===== config.mk =====
export PLATFORM = sky130hd
export DESIGN_NAME = scc_wave_ram_arbiter
export DESIGN_NICKNAME = d
export VERILOG_FILES = /design/src/rtl/scc_pkg.sv /design/src/rtl/scc_wave_ram_arbiter.sv
export SDC_FILE = /design/constraint.sdc
export NUM_CORES = 1
export LEC_CHECK = 0
export ABC_AREA = 1
export CORE_MARGIN = 5
export CORE_UTILIZATION = 35
export CTS_CLUSTER_DIAMETER = 30
export DETAILED_ROUTE_END_ITERATION = 10
export GPL_ROUTABILITY_DRIVEN = 1
export PLACE_DENSITY = 0.78
export SYNTH_ARGS = -nofsm -noshare
export SYNTH_HDL_FRONTEND = slang
export SYNTH_SLANG_ARGS = --single-unit

===== constraint.sdc =====
create_clock -name clk -period 2.1 [get_ports clk]
set_clock_uncertainty 0.1 [all_clocks]
set_input_delay 0.315 -clock clk [delete_from_list [all_inputs] [get_ports clk]]
set_output_delay 0.315 -clock clk [all_outputs]
set_load 0.03 [all_outputs]

===== src/rtl/scc_pkg.sv =====
// Shared SCC core definitions: wave RAM bank numbers, address width, owner tags.
// Used by scc_wave_ram_arbiter (optional stats build: SCC_WAVE_ARB_STATS_EN).
package scc_pkg;

    localparam logic [2:0] SCC_BANK_A = 3'd0;
    localparam logic [2:0] SCC_BANK_B = 3'd1;
    localparam logic [2:0] SCC_BANK_C = 3'd2;
    localparam logic [2:0] SCC_BANK_D = 3'd3;
    localparam logic [2:0] SCC_BANK_E = 3'd4;

    localparam int unsigned SCC_WAVE_AW = 8;

    typedef enum logic {
        OWN_MIX = 1'b0,
        OWN_CPU = 1'b1
    } owner_e;

    typedef struct packed {
        logic   valid;
        owner_e owner;
    } tag_t;

    typedef enum logic [1:0] {
        GRANT_NONE,
        GRANT_MIX,
        GRANT_CPU
    } grant_e;

    // Plain SCC has four banks: channel E shares bank D.
    function automatic logic [SCC_WAVE_AW-1:0] scc_map_addr(
        input logic       scci,
        input logic [2:0] id,
        input logic [4:0] a
    );
        logic [2:0] bank;
        bank = (!scci && id == SCC_BANK_E) ? SCC_BANK_D : id;
        return {bank, a};
    endfunction

endpackage


===== src/rtl/scc_wave_ram_arbiter.sv =====
// Wave RAM arbiter: mixer-priority sharing of the SCC wave SRAM with a CPU wait guard.
// Define SCC_WAVE_ARB_STATS_EN to add the stat_conflict / stat_override counters.
module scc_wave_ram_arbiter
    import scc_pkg::*;
#(
    parameter int unsigned CPU_MAX_WAIT = 2,
    parameter int unsigned RAM_AW       = 8
) (
    input  logic              clk,
    input  logic              nreset,
    input  logic              scci_mode,
    input  logic              mix_req,
    input  logic [2:0]        mix_id,
    input  logic [4:0]        mix_a,
    output logic              mix_ack,
    output logic [7:0]        mix_q,
    output logic              mix_q_en,
    input  logic              cpu_req,
    input  logic              cpu_we,
    input  logic [2:0]        cpu_id,
    input  logic [4:0]        cpu_a,
    input  logic [7:0]        cpu_d,
    output logic              cpu_ack,
    output logic [7:0]        cpu_q,
    output logic              cpu_q_en,
    output logic [RAM_AW-1:0] ram_a,
    output logic [7:0]        ram_d,
    output logic              ram_oe,
    output logic              ram_we,
    input  logic [7:0]        ram_q
`ifdef SCC_WAVE_ARB_STATS_EN
   ,output logic [15:0]       stat_conflict,
    output logic [15:0]       stat_override
`endif
);

    localparam logic [2:0] WAIT_MAX = 3'(CPU_MAX_WAIT);

    logic       mix_el;
    logic       cpu_el;
    logic       guard;
    grant_e     grant;
    logic [2:0] wait_cnt;
    tag_t       issue_tag;
    tag_t       ret_tag;
    logic [7:0] mix_q_hold;
    logic [7:0] cpu_q_hold;

    // A requester whose ack is showing this cycle is masked so it cannot win twice in a row.
    always_comb begin
        mix_el = mix_req & ~mix_ack;
        cpu_el = cpu_req & ~cpu_ack;
        guard  = cpu_el && (wait_cnt == WAIT_MAX);
        grant  = GRANT_NONE;
        if (guard) begin
            grant = GRANT_CPU;
        end else if (mix_el) begin
            grant = GRANT_MIX;
        end else if (cpu_el) begin
            grant = GRANT_CPU;
        end
    end

    always_ff @(posedge clk) begin
        if (!nreset) begin
            mix_ack   <= 1'b0;
            cpu_ack   <= 1'b0;
            ram_a     <= '0;
            ram_d     <= '0;
            ram_oe    <= 1'b0;
            ram_we    <= 1'b0;
            issue_tag <= '0;
            ret_tag   <= '0;
            wait_cnt  <= '0;
        end else begin
            mix_ack <= (grant == GRANT_MIX);
            cpu_ack <= (grant == GRANT_CPU);
            case (grant)
                GRANT_MIX: begin
                    ram_a     <= scc_map_addr(scci_mode, mix_id, mix_a);
                    ram_d     <= '0;
                    ram_oe    <= 1'b1;
                    ram_we    <= 1'b0;
                    issue_tag <= '{valid: 1'b1, owner: OWN_MIX};
                end
                GRANT_CPU: begin
                    ram_a     <= scc_map_addr(scci_mode, cpu_id, cpu_a);
                    ram_d     <= cpu_we ? cpu_d : '0;
                    ram_oe    <= ~cpu_we;
                    ram_we    <= cpu_we;
                    issue_tag <= '{valid: ~cpu_we, owner: OWN_CPU};
                end
                default: begin
                    ram_a     <= '0;
                    ram_d     <= '0;
                    ram_oe    <= 1'b0;
                    ram_we    <= 1'b0;
                    issue_tag <= '0;
                end
            endcase
            ret_tag <= issue_tag;

            if (!cpu_req || grant == GRANT_CPU) begin
                wait_cnt <= '0;
            end else if (cpu_el && grant == GRANT_MIX && wait_cnt != WAIT_MAX) begin
                wait_cnt <= wait_cnt + 3'd1;
            end
        end
    end

    // Read data is steered straight from the RAM; the idle side shows its last value.
    always_comb begin
        mix_q_en = ret_tag.valid && (ret_tag.owner == OWN_MIX);
        cpu_q_en = ret_tag.valid && (ret_tag.owner == OWN_CPU);
        mix_q    = mix_q_en ? ram_q : mix_q_hold;
        cpu_q    = cpu_q_en ? ram_q : cpu_q_hold;
    end

    always_ff @(posedge clk) begin
        if (!nreset) begin
            mix_q_hold <= '0;
            cpu_q_hold <= '0;
        end else begin
            if (mix_q_en) mix_q_hold <= ram_q;
            if (cpu_q_en) cpu_q_hold <= ram_q;
        end
    end

`ifdef SCC_WAVE_ARB_STATS_EN
    always_ff @(posedge clk) begin
        if (!nreset) begin
            stat_conflict <= '0;
            stat_override <= '0;
        end else begin
            if (mix_el && cpu_el && stat_conflict != '1) stat_conflict <= stat_conflict + 16'd1;
            if (guard && stat_override != '1) stat_override <= stat_override + 16'd1;
        end
    end
`endif

endmodule


==> results.yml <==
route:
  drt_iter0_markers: 38
  avgViaCountPerCell: 4.09
  drc: 0
  num_vias: 1559
  m1WireLength_mm: 1.67
  avgRoutedWirePerCell_um: 10.4
  dr.max_layer_used: "met4"
  antenna_left: 0
  drt_wl_total_mm: 3.96
  drt_pass1_iterations: 4
  route.met3.wl_um: 326
  wl_met2_mm: 1.92
pwr:
  seqPwrFrac_pct: 46.2
  sw_frac_of_total_pct: 23.7
  power.share.clock_pct: 36.5
  power-per-cell-area_mw_per_mm2: 655
  vdd_drop_max_mv: 0.249
  internal_power_mw: 1.33
  p_leak_nw: 1.40
  p_switching_mw: 0.414
  pwr-share-comb_pct: 17.3
worst_setup_path:
  r2r-start: "wait_cnt[0]"
  path_class: "flop to primary output"
  r2r-end: "ram_a[7]"
  cpMaxStageDelayCell: "clkdlybuf4s50_1"
  critPathTopFamily: "buffers and inverters"
  crit_buf_inv: 3
  end_kind: "primary output"
  crit_required_ps: 1680
  critPathMaxStageDelay_ps: 660
  crit_chain: "inv_1, or2_1, inv_1, clkdlybuf4s50_1"
  r2r_cells: 8
  cp.arrival_ps: 1590
  worstPathMaxFanout: 2
  critPathMostFrequentCell: "inv_1"
  r2r_setup_slack_ps: 180
  cp-start-kind: "flop"
layout:
  stdcell_count: 381
  final-seq-area_um2: 821
  multi_input_area_um2: 663
  drive_gt1_share_pct: 19.7
  area_growth_syn_to_layout_pct: 54.5
  antenna_cells: 0
  fillers: 460
  fin_nets: 356
clocking:
  clock-root-buffer: "clkbuf_8"
  cts_buffer_depth: 2
  holdBufCountCts: 0
  htreeDepth: 2
  cts_buffers: 5
  clk_latency_ps: 280
  postCtsSetupBuffers: 0
  clock-sinks: 41
  cts_resized: 4
  clk_pin_slew_ps: 70
  cts_tree: "done"
synthesis:
  synth_most_common_cell: "inv_1"
  synthCells: 227
  synth_edf_count: 0
  syn_area_mm2: 0.00173
  ys_top_cells_by_count: "53 x inv_1, 41 x dfxtp_1, 39 x nor2_1"
  ys_ff_latch: 41
  yosysSeqAreaShare_pct: 47.6
  async_flop_share_pct: 0
  ys_warn_count: 0
  synth_ff_type: "dfxtp_1"
  syn_area_per_cell_um2: 7.60
  syn_nets: 270
  synthTopCellsByArea: "dfxtp_1 48%, inv_1 12%, nor2_1 8.5%, nand2_1 8.0%, a21oi_2 4.1%"
  synth.distinct_cells: 19
  yosysTopAreaCellShare_pct: 47.6
  synth_area_leader_cell: "dfxtp_1"
min_path:
  hold_end: "ret_tag[1]"
  hp-class: "flop to flop"
  hold_path_depth: 2
  hp-start: "ram_oe"
global_route:
  grt_pass1_vias: 1512
  grt_max_degree: 18
  antenna_found_initial: 0
  grt_pass1_wl_mm: 6.47
  grt_usage_pct: 12.8
  gr-total-overflow: 0
sta:
  final_max_slew_viol_count: 0
  worst_slew_pin_slew_ps: 338
  post-route-period-util_pct: 95.7
  fin_tns_setup_ps: 0
  finalHoldViolCount: 0
  max_slew_margin_pct: 77.4
  fmax_ghz: 0.498
  setup_viol: 0
  rsz0062_at_grt: "no"
  min_period_ps: 2010
placement:
  gp_congestion: 0.736
  port_buffers: 75
  dpl.cell_count: 373
  hpwl_mm: 3.17
die:
  fp.dieW_um: 80.2
  core_region_area_mm2: 0.00475
  ios: 76
  die_h_um: 80.2
  std_cell_rows: 25
  start_util_pct: 36.3
  design.die.area_mm2: 0.00643
outcome:
  status: "finished clean"
job:
  maxCapViolCount: 0
[area by class of cell]
cell class,instances,share of cell area [%]
well taps,67,3.15
flip-flops and latches,41,30.8
repair buffers,85,29.2
clock buffers,7,3.24
clock inverters,1,1.13
inverters,54,7.61
multi-input cells,126,24.9
[flip-flops by register name (all words and copies together), names as in the netlist]
register,cells
wait_cnt,3
ram_d,8
cpu_ack,1
ram_we,1
cpu_q_hold,8
mix_q_hold,8
ram_oe,1
ram_a,8
mix_ack,1
ret_tag,2
[worst max-delay path by stage]
stage / cells after the start / slack [ps] / endpoint / start
after detailed placement: 7 / -70 / ram_a[5] / cpu_req
after floorplan: 11 / 230 / wait_cnt[2] / wait_cnt[0]
after CTS: 6 / 40 / cpu_q[7] / ret_tag[1]
after global placement: 7 / -40 / ram_a[2] / cpu_req
final: 4 / 90 / mix_q_en / ret_tag[1]
after global routing: 4 / 9 / mix_q_en / ret_tag[1]
[power by group through the flow]
stage	Combinational [mW]	Sequential [mW]	Clock [mW]
2_1_floorplan	0.129	0.850	0
3_3_place_gp	0.298	0.825	0
3_5_place_dp	0.303	0.825	0
4_1_cts	0.304	0.807	0.661
5_1_grt	0.331	0.808	0.692
6_report	0.301	0.807	0.637
[per-stage QoR]
stage / area, µm² / hold slack [ps] / power (mW) / utilization, % / worst slack (ps)
finish: 2670 / 331 / 1.74 / 56.1 / 91.0
global route: 2670 / 381 / 1.83 / 56.1 / 9.10
CTS: 2670 / 334 / 1.77 / 56.1 / 43.5
detailed placement: 2560 / 322 / 1.13 / 53.8 / -69.2
global placement: 2560 / 324 / 1.12 / 53.8 / -44.2
floorplan: 1730 / 308 / 0.979 / - / 234
[logic make-up (layout without fill, tap and decap cells)]
kind of cell,Yosys count,count (layout),synth area share [%]
AOI/OAI and AO/OA,26,26,11.0
and+or+nand+nor,95,95,23.2
adders and majority gates,5,5,3.63
buffers and inverters,60,147,14.6
DFF,41,41,47.6
[cells in the final DEF, fill, tap and decap left out, drive strengths merged]
cell,count
ha,5
bufinv,1
clkdlybuf4s50,58
o21ai,17
a21oi,9
dfxtp,41
buf,22
nand2,38
or2,10
nor4,1
dlymetal6s2s,1
nor2,39
inv,54
clkbuf,11
nand3,6
nor3,1
[layer usage]
| layer | vias to the layer above | global-route usage, % |
|---|---|---|
| li1 | 834 | - |
| met4 | 0 | 5.07 |
| met2 | 49 | 23.3 |
| met5 | - | 0 |
| met1 | 672 | 13.4 |
| met3 | 4 | 4.48 |
[worst reg2reg max path, delay by kind of cell, from the launching register on]
family,cells,cell delay [ps]
flip-flops,1,370
buffers and inverters,2,130
adder cells (fa/ha/maj),2,450
AND/OR/NAND/NOR,2,470
AO/OA/AOI/OAI,2,330
(Power assumes the default switching activity.)
